**config.mk**
```make
export PLATFORM = sky130hd
export DESIGN_NAME = ets_phase_sweeper_flat
export DESIGN_NICKNAME = d
export VERILOG_FILES = /design/src/rtl/ets_pkg.sv /design/src/rtl/ets_phase_sweeper_if.sv /design/src/rtl/ets_hit_counter.sv /design/src/rtl/ets_phase_sweeper.sv /design/src/flat_wrapper.sv
export SDC_FILE = /design/constraint.sdc
export NUM_CORES = 1
export LEC_CHECK = 0
export ABC_AREA = 1
export BUFFER_PORTS_ARGS = -buffer_cell sky130_fd_sc_hd__buf_2
export CAP_MARGIN = 10
export CORE_MARGIN = 2
export CORE_UTILIZATION = 50
export DETAILED_ROUTE_END_ITERATION = 6
export GPL_TIMING_DRIVEN = 0
export PLACE_DENSITY = 0.75
export SLEW_MARGIN = 20
export SYNTH_ARGS = -nofsm -noshare
export SYNTH_HDL_FRONTEND = slang
export SYNTH_HIERARCHICAL = 1
export SYNTH_SLANG_ARGS = --single-unit
```
**constraint.sdc**
```tcl
create_clock -name free_run_clk -period 4.9 [get_ports free_run_clk]
set_clock_uncertainty 0.1 [all_clocks]
set_input_delay 1.47 -clock free_run_clk [delete_from_list [all_inputs] [get_ports free_run_clk]]
set_output_delay 1.47 -clock free_run_clk [all_outputs]
set_load 0.03 [all_outputs]
```
**src/rtl/ets_pkg.sv**
```systemverilog
// ets_pkg
// Shared definitions for the ETS phase sweeper:
//   CNT_W      - width of every step/sample/timeout counter and result field
//   cnt_t      - counter type of that width
//   state_t    - sweep FSM states
//   last_index - terminal count (n-1) for an n-cycle window, 0 when n is 0
package ets_pkg;

  localparam int CNT_W = 16;

  typedef logic [CNT_W-1:0] cnt_t;

  typedef enum logic [2:0] {
    ST_IDLE      = 3'd0,
    ST_WAIT_LOCK = 3'd1,
    ST_SAMPLE    = 3'd2,
    ST_EMIT      = 3'd3,
    ST_SHIFT     = 3'd4,
    ST_WAIT_PS   = 3'd5,
    ST_SETTLE    = 3'd6
  } state_t;

  // A zero-length window collapses onto a single cycle, so its last index is 0.
  function automatic cnt_t last_index(input int n);
    return (n > 0) ? cnt_t'(n - 1) : '0;
  endfunction

endpackage

```
**src/rtl/ets_phase_sweeper_if.sv**
```systemverilog
// ets_phase_sweeper_if
// Result handshake between the sweeper and its consumer.
//   res_valid - result available (sweeper -> consumer)
//   res_ready - consumer accepts the result this cycle
//   res_step  - phase step index of the result
//   res_count - number of comparator hits seen in that step
// Modports: master = sweeper side, slave = consumer side.
interface ets_phase_sweeper_if;
  import ets_pkg::*;

  logic res_valid;
  logic res_ready;
  cnt_t res_step;
  cnt_t res_count;

  modport master (output res_valid, output res_step, output res_count, input res_ready);
  modport slave  (input res_valid, input res_step, input res_count, output res_ready);

endinterface

```
**src/rtl/ets_hit_counter.sv**
```systemverilog
// ets_hit_counter
// Windowed sample/hit counter used while the sweeper is sampling.
//   free_run_clk, free_run_rst_n - clock and synchronous active-low reset
//   clear       - zero both counters (held while not sampling)
//   enable      - count this cycle as a sample
//   sample_bit  - comparator bit for this cycle
//   window_last - this enabled cycle is the final sample of the window
//   window_hits - hit total including this cycle's bit (valid with window_last)
module ets_hit_counter
  import ets_pkg::*;
#(
  parameter int WINDOW = 256
) (
  input  logic free_run_clk,
  input  logic free_run_rst_n,
  input  logic clear,
  input  logic enable,
  input  logic sample_bit,
  output logic window_last,
  output cnt_t window_hits
);

  localparam cnt_t LAST = last_index(WINDOW);

  cnt_t sample_cnt_reg;
  cnt_t hit_cnt_reg;

  always_ff @(posedge free_run_clk) begin
    if (!free_run_rst_n || clear) begin
      sample_cnt_reg <= '0;
      hit_cnt_reg    <= '0;
    end else if (enable) begin
      sample_cnt_reg <= sample_cnt_reg + cnt_t'(1);
      hit_cnt_reg    <= hit_cnt_reg + cnt_t'(sample_bit);
    end
  end

  // The final sample is folded in combinationally so the result is ready
  // in the same cycle the window closes.
  assign window_last = enable && (sample_cnt_reg == LAST);
  assign window_hits = hit_cnt_reg + cnt_t'(sample_bit);

endmodule

```
**src/rtl/ets_phase_sweeper.sv**
```systemverilog
// ets_phase_sweeper
// Steps an MMCM output phase across a full sweep, and at each step counts
// how many of SAMPLE_COUNT comparator samples are 1, reporting one result
// per step over a valid/ready handshake.
// Ports:
//   free_run_clk, free_run_rst_n - clock, synchronous active-low reset
//   start / abort                - begin a sweep / abandon it immediately
//   locked                       - MMCM lock; sampling only counts while locked
//   cmp_data                     - synchronous comparator bit
//   ps_en, ps_incdec, ps_done    - MMCM dynamic phase-shift port
//   busy, done, err_timeout      - status (done is a pulse, err_timeout sticky)
//   res                          - result handshake (master side)
module ets_phase_sweeper
  import ets_pkg::*;
#(
  parameter int STEP_COUNT    = 1024,
  parameter int SAMPLE_COUNT  = 256,
  parameter int SETTLE_CYCLES = 16,
  parameter int PS_TIMEOUT    = 255
) (
  input  logic free_run_clk,
  input  logic free_run_rst_n,
  input  logic start,
  input  logic abort,
  input  logic locked,
  input  logic cmp_data,
  output logic ps_en,
  output logic ps_incdec,
  input  logic ps_done,
  output logic busy,
  output logic done,
  output logic err_timeout,
  ets_phase_sweeper_if.master res
);

  localparam cnt_t STEP_LAST   = last_index(STEP_COUNT);
  localparam cnt_t SETTLE_LAST = last_index(SETTLE_CYCLES);
  localparam cnt_t TMO_LAST    = last_index(PS_TIMEOUT);

  state_t state_reg;
  cnt_t   step_reg;
  cnt_t   tmo_reg;
  cnt_t   settle_reg;
  cnt_t   res_step_reg;
  cnt_t   res_count_reg;
  logic   res_valid_reg;
  logic   ps_en_reg;
  logic   done_reg;
  logic   err_timeout_reg;

  logic   sample_clear;
  logic   sample_en;
  logic   window_last;
  cnt_t   window_hits;

  // Counters are held at zero outside SAMPLE, so a lock loss (which drops
  // back to WAIT_LOCK) discards any partial window.
  assign sample_clear = (state_reg != ST_SAMPLE);
  assign sample_en    = (state_reg == ST_SAMPLE) && locked;

  ets_hit_counter #(
    .WINDOW (SAMPLE_COUNT)
  ) u_hit_counter (
    .free_run_clk   (free_run_clk),
    .free_run_rst_n (free_run_rst_n),
    .clear          (sample_clear),
    .enable         (sample_en),
    .sample_bit     (cmp_data),
    .window_last    (window_last),
    .window_hits    (window_hits)
  );

  always_ff @(posedge free_run_clk) begin
    if (!free_run_rst_n) begin
      state_reg       <= ST_IDLE;
      step_reg        <= '0;
      tmo_reg         <= '0;
      settle_reg      <= '0;
      res_step_reg    <= '0;
      res_count_reg   <= '0;
      res_valid_reg   <= 1'b0;
      ps_en_reg       <= 1'b0;
      done_reg        <= 1'b0;
      err_timeout_reg <= 1'b0;
    end else begin
      // Pulses default low; they are raised only on the transition that owns them.
      ps_en_reg <= 1'b0;
      done_reg  <= 1'b0;
      if (abort) begin
        state_reg     <= ST_IDLE;
        res_valid_reg <= 1'b0;
      end else begin
        case (state_reg)
          ST_IDLE: begin
            if (start) begin
              state_reg       <= ST_WAIT_LOCK;
              step_reg        <= '0;
              err_timeout_reg <= 1'b0;
            end
          end
          ST_WAIT_LOCK: begin
            if (locked) state_reg <= ST_SAMPLE;
          end
          ST_SAMPLE: begin
            if (!locked) begin
              state_reg <= ST_WAIT_LOCK;
            end else if (window_last) begin
              state_reg     <= ST_EMIT;
              res_valid_reg <= 1'b1;
              res_step_reg  <= step_reg;
              res_count_reg <= window_hits;
            end
          end
          ST_EMIT: begin
            // res_valid_reg is always high here, so ready alone completes the transfer.
            if (res.res_ready) begin
              res_valid_reg <= 1'b0;
              if (step_reg == STEP_LAST) begin
                state_reg <= ST_IDLE;
                done_reg  <= 1'b1;
              end else begin
                state_reg <= ST_SHIFT;
                ps_en_reg <= 1'b1;
              end
            end
          end
          ST_SHIFT: begin
            state_reg <= ST_WAIT_PS;
            tmo_reg   <= '0;
          end
          ST_WAIT_PS: begin
            if (ps_done) begin
              state_reg  <= ST_SETTLE;
              step_reg   <= step_reg + cnt_t'(1);
              settle_reg <= '0;
            end else if (tmo_reg == TMO_LAST) begin
              state_reg       <= ST_IDLE;
              err_timeout_reg <= 1'b1;
            end else begin
              tmo_reg <= tmo_reg + cnt_t'(1);
            end
          end
          ST_SETTLE: begin
            if (settle_reg == SETTLE_LAST) state_reg <= ST_WAIT_LOCK;
            else                           settle_reg <= settle_reg + cnt_t'(1);
          end
          default: state_reg <= ST_IDLE;
        endcase
      end
    end
  end

  assign ps_en         = ps_en_reg;
  assign ps_incdec     = 1'b1;
  assign busy          = (state_reg != ST_IDLE);
  assign done          = done_reg;
  assign err_timeout   = err_timeout_reg;
  assign res.res_valid = res_valid_reg;
  assign res.res_step  = res_step_reg;
  assign res.res_count = res_count_reg;

endmodule

```
**src/flat_wrapper.sv**
```systemverilog
// flat-port wrapper written by rule: the top's interface ports become plain ports
module ets_phase_sweeper_flat import ets_pkg::*;
#(
  parameter int STEP_COUNT    = 1024,
  parameter int SAMPLE_COUNT  = 256,
  parameter int SETTLE_CYCLES = 16,
  parameter int PS_TIMEOUT    = 255
)
  (free_run_clk, free_run_rst_n, start, abort, locked, cmp_data, ps_en, ps_incdec, ps_done, busy, done, err_timeout, res_res_valid, res_res_step, res_res_count, res_res_ready);
  ets_phase_sweeper_if res_i ();
  input  logic free_run_clk;
  input  logic free_run_rst_n;
  input  logic start;
  input  logic abort;
  input  logic locked;
  input  logic cmp_data;
  output logic ps_en;
  output logic ps_incdec;
  input  logic ps_done;
  output logic busy;
  output logic done;
  output logic err_timeout;
  output wire logic [$bits(res_i.res_valid)-1:0] res_res_valid;
  output wire logic [$bits(res_i.res_step)-1:0] res_res_step;
  output wire logic [$bits(res_i.res_count)-1:0] res_res_count;
  input wire logic [$bits(res_i.res_ready)-1:0] res_res_ready;
  assign res_res_valid = res_i.res_valid;
  assign res_res_step = res_i.res_step;
  assign res_res_count = res_i.res_count;
  assign res_i.res_ready = res_res_ready;
  ets_phase_sweeper #(.STEP_COUNT(STEP_COUNT), .SAMPLE_COUNT(SAMPLE_COUNT), .SETTLE_CYCLES(SETTLE_CYCLES), .PS_TIMEOUT(PS_TIMEOUT)) u_core (.free_run_clk(free_run_clk), .free_run_rst_n(free_run_rst_n), .start(start), .abort(abort), .locked(locked), .cmp_data(cmp_data), .ps_en(ps_en), .ps_incdec(ps_incdec), .ps_done(ps_done), .busy(busy), .done(done), .err_timeout(err_timeout), .res(res_i));
endmodule
```
==> run summary <==
After detailed routing, the number of vias per cell comes to 5.01. After synthesis, the cell types taking the most area are sky130_fd_sc_hd__dfxtp_1 37%, sky130_fd_sc_hd__nand2_1 15%, sky130_fd_sc_hd__nor2_1 10%. In this run, post-CTS repair resized a total of 0 instances.

Summed over all instances, the cell type with the most area after synthesis is sky130_fd_sc_hd__dfxtp_1. The clock passes through at most 2 buffers. The logs give 0.907 for the final estimated routing congestion in global placement and 51.0% for the starting utilization of the core area. For this block, the routed nets add up to 15.1 mm of wire.

After synthesis, the netlist uses 37 different library cells. The number of hold-slack violations in the final timing report was 0. Sequential cells were found to cover 37.0% of the synthesized design area. The die span in y was 117 um; the required time reported for the critical path endpoint was 5110 ps. For the number of buffers created by CTS, the log shows 17. The first routing iteration left 389 violations. The critical path goes through buf_2 -> inv_1 -> nor2_4 -> buf_6 -> nand2_1 -> nor4_1 -> nor2_1 -> nand2_1 -> nand4_1 -> nor2_1 -> inv_1 -> o21a_1. The worst setup path is captured at a flop. In this run, post-CTS hold repair placed 0 buffers.

The worst-path cell with the longest stage delay was sky130_fd_sc_hd__nor4_1. Setup violations remaining at the end of the flow were counted as 0. The number of nets handed over by synthesis was 1017.

46 I/O pins were placed. The tools report the sort of element at the start of the critical path as a primary input. In the final layout, the share of cells above drive strength 1 is 11.7%. The clock tree synthesis step divided the H-tree into 4 levels.

After synthesis the netlist holds a flip-flop and latch count of 119. The static leakage is 3.11 nW, and the delay of the slowest cell on the worst path is 650 ps. Each instance of the synthesized netlist takes up on average 6.43 um2. In the synthesized netlist the dominant register cell turns out to be sky130_fd_sc_hd__dfxtp_1. For the peak supply drop, the log shows 0.216 mV.

Cells fill 59.5% of the core in the end. In this run the tightest slew margin relative to its limit is 50.9%. The floorplan step set the die width to 117 um. The reg-to-reg critical path startpoint is u_core/state_reg[2]. The clock tree root driver cell was sky130_fd_sc_hd__clkbuf_16.

At the pin with the least slew margin, the transition time is 730 ps. Hold timing on the final database bottoms out at a slack of 378 ps. The tools report the count of final max-slew check failures as 0. The overall overflow remaining after global route was 0; the via count of the first global-routing pass was 5938. In the final routed layout, each cell accounts on average for 12.1 um. The die footprint was 13800 um2. Launching instance or port of the critical path: locked.

The combined global-route utilization of all metal layers is 23.2%. The most common cell in the synthesized netlist is sky130_fd_sc_hd__nand2_1. TritonCTS built the clock tree.

The run finished with clean final reports. At the later pin of the worst-skew pair, clock insertion delay measures 420 ps. The synthesized netlist cell count is 1001.

The accumulated negative setup slack is 0 ps, and the number of nets at the end of the flow is 1080. After clock tree synthesis, the setup repair step added 0 buffers. The Yosys step of the flow raised 6 warnings. For the worst setup path, the data arrival time is 3530 ps. The wire length of the first global-routing pass was 26.6 mm.

The routed via count was 6252. Counting flops with a built-in enable in the synthesized netlist gives 0. The critical path in this run is classified as primary input to flop. The tree built by TritonCTS fans out to 119 sinks. The maximum net fanout on the critical path works out to 10. The run gives 0 as the number of antenna violations at the first check in global routing. The maximum frequency from static timing analysis came out at 0.301 GHz. The area growth from synthesis to final layout is 16.6%, and the power density relative to cell area is 323 nW/um2. The number of buffers and inverters on the critical path is 4. After clock tree synthesis, the clock-pin slew on the worst setup and hold paths is 50 ps. In this run the worst hold path is classified as flop to flop. The smallest clock period supported by the final layout is computed as 3320 ps. The synthesized netlist occupies a cell area of 6440 um2. In this run the biggest area consumer among cell types represents 37.0% of the synthesized area. The worst hold path begins at u_core/res.res_count[0]. The first detailed-routing pass took 5 iterations. Number of design rule violations left after detail routing: 0.

The number of antenna diodes in the final layout is 0. For this run, asynchronously set or reset flops after synthesis account for 0%. Entering global routing, the biggest net connects 17 pins. For the number of standard-cell rows in the floorplan, the log shows 41. Post-detailed-route count of antenna-violating nets: 0. Setup repair after global routing left no endpoint under its margin.

The period utilization is 67.7%. Post-DP HPWL: 11.0 mm. The cell family contributing the most delay on the critical path is simple AND/OR/NAND/NOR gates. Max-cap violations in this run came to 0. In this run the standard cell core region covers 12600 um2. Counting instances in the post-synthesis netlist gives the leading cell types as 252 x sky130_fd_sc_hd__nand2_1, 176 x sky130_fd_sc_hd__nor2_1, 122 x sky130_fd_sc_hd__inv_1. The count of buffers from port buffering came out at 44.
[power by group]
part	switching (mW)	total, mW	internal, mW	leakage (nW)
sequential	0.00761	0.982	0.974	0.959
combinational	0.0825	0.117	0.0342	1.83
clock	0.425	1.32	0.900	0.317
[cell families (layout without fill, tap and decap cells)]
family / after synthesis / count (layout) / synth area share [%]
other: 1 / 1 / 0.0582
AOI/OAI and AO/OA: 141 / 141 / 11.6
buffers and inverters: 154 / 230 / 10.1
and+or+nand+nor: 566 / 566 / 37.9
DFF: 119 / 119 / 37.0
xor gates and xnor gates: 12 / 12 / 1.75
adders and majority gates: 8 / 8 / 1.55
[path summary, 6_finish.rpt]
| path | to | slack, ps | cells past startpoint |
|---|---|---|---|
| min reg2reg | u_core/res.res_count[0] | 380 | 2 |
| min | u_core/res.res_count[0] | 380 | 2 |
| max | u_core/state_reg[2] | 1580 | 12 |
| max reg2reg | u_core/state_reg[2] | 2120 | 12 |
[layer usage]
| metal | track usage (%) | vias up | share of wire, % |
|---|---|---|---|
| met4 | 7.61 | 0 | 1.2 |
| li1 | - | 3307 | - |
| met1 | 29.6 | 2818 | 47 |
| met2 | 38.9 | 112 | 48 |
| met5 | 0 | - | 0 |
| met3 | 5.28 | 15 | 4.3 |
[layout by cell type (no fill, tap or decap), types with 6 or more instances in the layout]
master	instances
sky130_fd_sc_hd__nand3_1	69
sky130_fd_sc_hd__clkbuf_1	11
sky130_fd_sc_hd__nand4_1	22
sky130_fd_sc_hd__xor2_1	8
sky130_fd_sc_hd__inv_2	6
sky130_fd_sc_hd__o21bai_1	7
sky130_fd_sc_hd__inv_1	122
sky130_fd_sc_hd__ha_1	8
sky130_fd_sc_hd__buf_2	50
sky130_fd_sc_hd__nand2_2	9
sky130_fd_sc_hd__nor3_1	16
sky130_fd_sc_hd__o21ai_0	53
sky130_fd_sc_hd__clkbuf_16	17
sky130_fd_sc_hd__buf_6	6
sky130_fd_sc_hd__nor2_1	176
sky130_fd_sc_hd__dfxtp_1	119
sky130_fd_sc_hd__nand2_1	252
sky130_fd_sc_hd__a21oi_1	72
[through the flow]
step / std cells / power [mW] / setup slack, ps / instance area, um2
after floorplan: 1001 / 1.08 / 1500 / 6440
after global placement: 1217 / 1.12 / 1150 / 6880
after detailed placement: 1217 / 1.12 / 1130 / 6880
after CTS: 1249 / 2.44 / 1550 / 7510
after global routing: 1249 / 2.50 / 1320 / 7510
final: 1249 / 2.42 / 1580 / 7510
[worst reg2reg max path, stage by stage, from the launching register on]
cell	delay (ps)
sky130_fd_sc_hd__dfxtp_1	360
sky130_fd_sc_hd__inv_1	120
sky130_fd_sc_hd__nand3_1	180
sky130_fd_sc_hd__nor2_4	230
sky130_fd_sc_hd__buf_6	180
sky130_fd_sc_hd__nand2_1	60
sky130_fd_sc_hd__nor4_1	650
sky130_fd_sc_hd__nor2_1	110
sky130_fd_sc_hd__nand2_1	100
sky130_fd_sc_hd__nand4_1	100
sky130_fd_sc_hd__nor2_1	260
sky130_fd_sc_hd__inv_1	70
sky130_fd_sc_hd__o21a_1	170
[layout make-up]
class | instances | area, um2
fillers | 1249 | 5110
repair buffers | 44 | 220
multi-input cells | 728 | 3410
flip-flops and latches | 119 | 2380
clock buffers | 23 | 488
clock inverters | 9 | 145
well taps | 172 | 215
plain buffers | 26 | 169
inverters | 128 | 480
(Power assumes the default switching activity.)
